`src/rtl/ifu_fetch.sv`:
```
// Instruction fetch unit: reads the instruction at pc over an AR/R read port,
// holds it for execute, and pulses pc_wen when execute consumes it.
module ifu_fetch #(
  parameter int unsigned ADDR_WIDTH = 32,
  parameter int unsigned DATA_WIDTH = 32,
  parameter int unsigned CNT_WIDTH  = 32
) (
  input  logic                  clk,
  input  logic                  rst,
  input  logic [ADDR_WIDTH-1:0] pc,
  output logic                  pc_wen,
  output logic [DATA_WIDTH-1:0] inst,
  output logic                  inst_valid,
  input  logic                  exec_ready,
  output logic                  mem_arvalid,
  output logic [ADDR_WIDTH-1:0] mem_araddr,
  input  logic                  mem_arready,
  input  logic                  mem_rvalid,
  input  logic [DATA_WIDTH-1:0] mem_rdata,
  input  logic [1:0]            mem_rresp,
  output logic                  mem_rready,
  output logic                  fetch_fault,
  output logic [CNT_WIDTH-1:0]  fetch_cnt
);

  typedef enum logic [2:0] {
    IDLE = 3'd0,
    AR   = 3'd1,
    R    = 3'd2,
    HOLD = 3'd3,
    HALT = 3'd4
  } state_t;

  state_t state;

  // Commit must land on the same edge the PC register loads, so it cannot be registered.
  assign pc_wen = (state == HOLD) && exec_ready;

  // Fetch sequencer; handshake outputs are registered alongside the state transition.
  always_ff @(posedge clk or negedge rst) begin
    if (!rst) begin
      state       <= IDLE;
      inst        <= '0;
      inst_valid  <= 1'b0;
      mem_arvalid <= 1'b0;
      mem_araddr  <= '0;
      mem_rready  <= 1'b0;
      fetch_fault <= 1'b0;
      fetch_cnt   <= '0;
    end else begin
      case (state)
        IDLE: begin
          if (pc[1:0] != 2'b00) begin
            fetch_fault <= 1'b1;
            state       <= HALT;
          end else begin
            mem_araddr  <= pc;
            mem_arvalid <= 1'b1;
            state       <= AR;
          end
        end
        AR: begin
          if (mem_arready) begin
            mem_arvalid <= 1'b0;
            mem_rready  <= 1'b1;
            state       <= R;
          end
        end
        R: begin
          if (mem_rvalid) begin
            mem_rready <= 1'b0;
            if (mem_rresp == 2'b00) begin
              inst       <= mem_rdata;
              inst_valid <= 1'b1;
              state      <= HOLD;
            end else begin
              fetch_fault <= 1'b1;
              state       <= HALT;
            end
          end
        end
        HOLD: begin
          if (exec_ready) begin
            inst_valid <= 1'b0;
            fetch_cnt  <= fetch_cnt + CNT_WIDTH'(1);
            state      <= IDLE;
          end
        end
        HALT: begin
          state <= HALT;
        end
        default: begin
          state <= IDLE;
        end
      endcase
    end
  end

endmodule
```
`config.mk`:
```
export PLATFORM = sky130hd
export DESIGN_NAME = ifu_fetch
export DESIGN_NICKNAME = d
export VERILOG_FILES = /design/src/rtl/ifu_fetch.sv
export SDC_FILE = /design/constraint.sdc
export NUM_CORES = 1
export LEC_CHECK = 0
export BUFFER_PORTS_ARGS = -buffer_cell sky130_fd_sc_hd__buf_2
export CAP_MARGIN = 20
export CORE_ASPECT_RATIO = 2
export CORE_MARGIN = 2
export CORE_UTILIZATION = 54
export CTS_BUF_LIST = sky130_fd_sc_hd__clkbuf_4 sky130_fd_sc_hd__clkbuf_8
export DETAILED_ROUTE_END_ITERATION = 8
export GPL_ROUTABILITY_DRIVEN = 0
export GPL_TIMING_DRIVEN = 1
export PLACE_DENSITY = 0.84
export SYNTH_ARGS = -nofsm -noshare
export SYNTH_HDL_FRONTEND = slang
export SYNTH_SLANG_ARGS = --single-unit
```
`constraint.sdc`:
```
create_clock -name clk -period 5.2 [get_ports clk]
set_clock_uncertainty 0.05 [all_clocks]
set_input_delay 0.52 -clock clk [delete_from_list [all_inputs] [get_ports clk]]
set_output_delay 0.52 -clock clk [all_outputs]
set_load 0.02 [all_outputs]
```
==> qor.yml <==
power:
  p_per_area_nw_per_um2: 264
  leakagePower_uw: 0.00311
  finalPower_uw: 1420
  peakVddDrop_mv: 0.180
route:
  ant_nets: 0
  drtIter0Drc: 129
  drt_pass1_iterations: 4
  drc: 0
  via_per_inst: 5.26
  wl_per_cell_um: 16.4
  num_vias: 3061
  drt-total-wl_um: 9550
setup_path:
  critical_path_class: "reg -> reg"
  end_kind: "flip-flop"
  cp_num_buf_inv: 0
  critPathMaxFanout: 12
  required_ns: 5.40
  cpMaxStageDelayCell: "nor4_4"
  start_kind: "flip-flop"
  critical-path-max-stage-delay_ns: 0.71
  crit_chain: "nand4b_4 -> nor4_4 -> nand4_1 -> xnor2_1"
  cp_top_family: "simple AND/OR/NAND/NOR gates"
  worst-endpoint-arrival_ns: 2.41
clock_network:
  cts_resized: 0
  htree_levels: 3
  cts_root_buf: "clkbuf_8"
  clk_pin_slew_ns: 0.09
  cts-hold-fix-buffers: 0
  cts_tree: "built"
  cts_sinks: 103
  post_cts_buffers: 0
  clk_latency_ns: 0.37
  cts_buffers: 9
  cts_buffer_depth: 2
run:
  cap_violations: 0
synth:
  synth_edf_count: 0
  synthTopCellsByCount: "dfrtp_1 (103), mux2_2 (41), xnor2_1 (27)"
  async_reset_ff_share_pct: 100
  yosysUniqueCellTypes: 32
  ys_seq_elements: 103
  synth_area_leaders: "dfrtp_1 (61%), mux2_2 (11%), mux2_1 (5.8%), xnor2_1 (5.6%), nand4_1 (2.1%)"
  synth_area_leader_cell: "dfrtp_1"
  ys_warn_count: 0
  syn_inst: 311
  avgSynthCellArea_um2: 13.7
  synth_area_um2: 4250
  seq_area_frac_synth_pct: 60.7
  syn-num-nets: 383
  synth_flop_cell: "dfrtp_1"
  synth_top_area_share_pct: 60.7
  synth.most_common_cell: "dfrtp_1"
grt:
  overflow: 0
  antenna_found_initial: 0
  first_global_vias: 3039
  grt_usage_pct: 23.4
  grt_max_degree: 56
  grt_pass1_wl_um: 15000
timing:
  timing.fmax_mhz: 453
  whs_ns: 0.0949
  period_minus_slack_ns: 2.21
  worst_pin_slew_ns: 0.727
  finalSetupViolations: 0
  rsz0062_at_grt: "false"
  hold_viol: 0
  finalSetupTns_ns: 0
  drv_slew: 0
  slew_headroom_pct: 51.2
  fin_crit_sh_pct: 42.5
placed_design:
  dp.cells: 566
  dpl.hpwl_um: 7300
  portBuffers: 171
die:
  start_util_pct: 55.9
  dieHeight_um: 129
  dieArea_um2: 8630
  io_pins: 172
  core-area_um2: 7600
  die_w_um: 66.7
  rows: 45
final_layout:
  fin_nets: 555
  fin_cells: 582
  diodes: 0
  area_growth_pct: 26.3
  drive_above_1_share_pct: 48.6
worst_hold_path:
  hold_path.class: "in -> async"
status:
  status: "finished clean"
## kinds of logic (layout without fill, tap and decap cells)
group           after synthesis  after routing  synth area share [%]
flops                       103            103                  60.7
xor+xnor                     31             31                  6.39
compound gates               13             13                  1.77
fa+ha+maj                     1              1                 0.295
buf+inv                      19            196                  2.36
simple gates                 80             80                  11.6
mux                          64             64                  16.9
## final timing paths
kind                                  endpoint   startpoint  cells after the start  slack (ns)
worst max register to register   fetch_cnt[18]     state[0]                      4        2.99
worst max-delay path             fetch_cnt[18]     state[0]                      4        2.99
min in group clk                 mem_araddr[7]        pc[7]                      2        0.31
worst min register to register     fetch_fault  fetch_fault                      1        0.42
max in group asynchronous           inst_valid          rst                      2        3.87
worst min-delay path            mem_araddr[13]          rst                      1        0.09
## where the power goes
part	leakage [uW]	switching [uW]	internal (uW)	total, uW
Clock	0.000105	251	245	496
Sequential	0.00141	7.48	816	823
Combinational	0.00160	56.5	40.7	97.1
## stage by stage
stage | cell area [um2] | setup slack [ns] | utilization [%]
after CTS | 5370 | 2.98 | 70.6
final | 5370 | 2.99 | 70.6
after detailed placement | 5170 | 3.03 | 68.0
after floorplan | 4250 | 3.52 | -
after global placement | 5170 | 3.11 | 68.0
after global routing | 5370 | 2.85 | 70.6
## layout make-up
type	count	area (um2)
inverters	7	26.3
fillers	540	2240
clock inverters	3	43.8
repair buffers	173	873
multi-input cells	189	1570
well taps	94	118
flip-flops and latches	103	2580
clock buffers	13	154
## placed cells by master, fill, tap and decap left out, types with 2 or more instances in the layout
master    synthesis  routed
nor2_1           11      10
and2_1            3       3
nand3_1          10      10
nor2b_1           3       3
mux2_2           41      41
nor4_4            3       3
xnor2_1          27      27
buf_2             8     170
inv_1             7       7
mux2_1           22      22
dfrtp_1         103     103
and3_1            4       4
nand4b_4          2       2
a21oi_1           6       6
clkbuf_8          0       9
nand4_1          14      14
xor2_1            4       4
clkbuf_4          0       4
buf_4             1       3
nand2_1          21      21
o21ai_0           3       3
nor3_1            5       5
## flip-flops by register name (all words and copies together), names as in the netlist
name	cells
fetch_cnt	32
fetch_fault	1
inst	32
inst_valid	1
mem_araddr	32
mem_arvalid	1
mem_rready	1
state	3
## worst register-to-register path, delay by kind of cell (launching register included)
family	cells	cell delay, ns
simple gates	3	1.24
flops	1	0.63
xor+xnor	1	0.19
## per-layer routing
layer,GRT usage (%),routed length [um],vias up
li1,-,-,1425
met1,26.3,3450,1516
met2,41.4,5390,105
met3,5.90,511,15
met4,9.84,197,0
met5,0,0,-
Power figures use the tool's default switching activity.
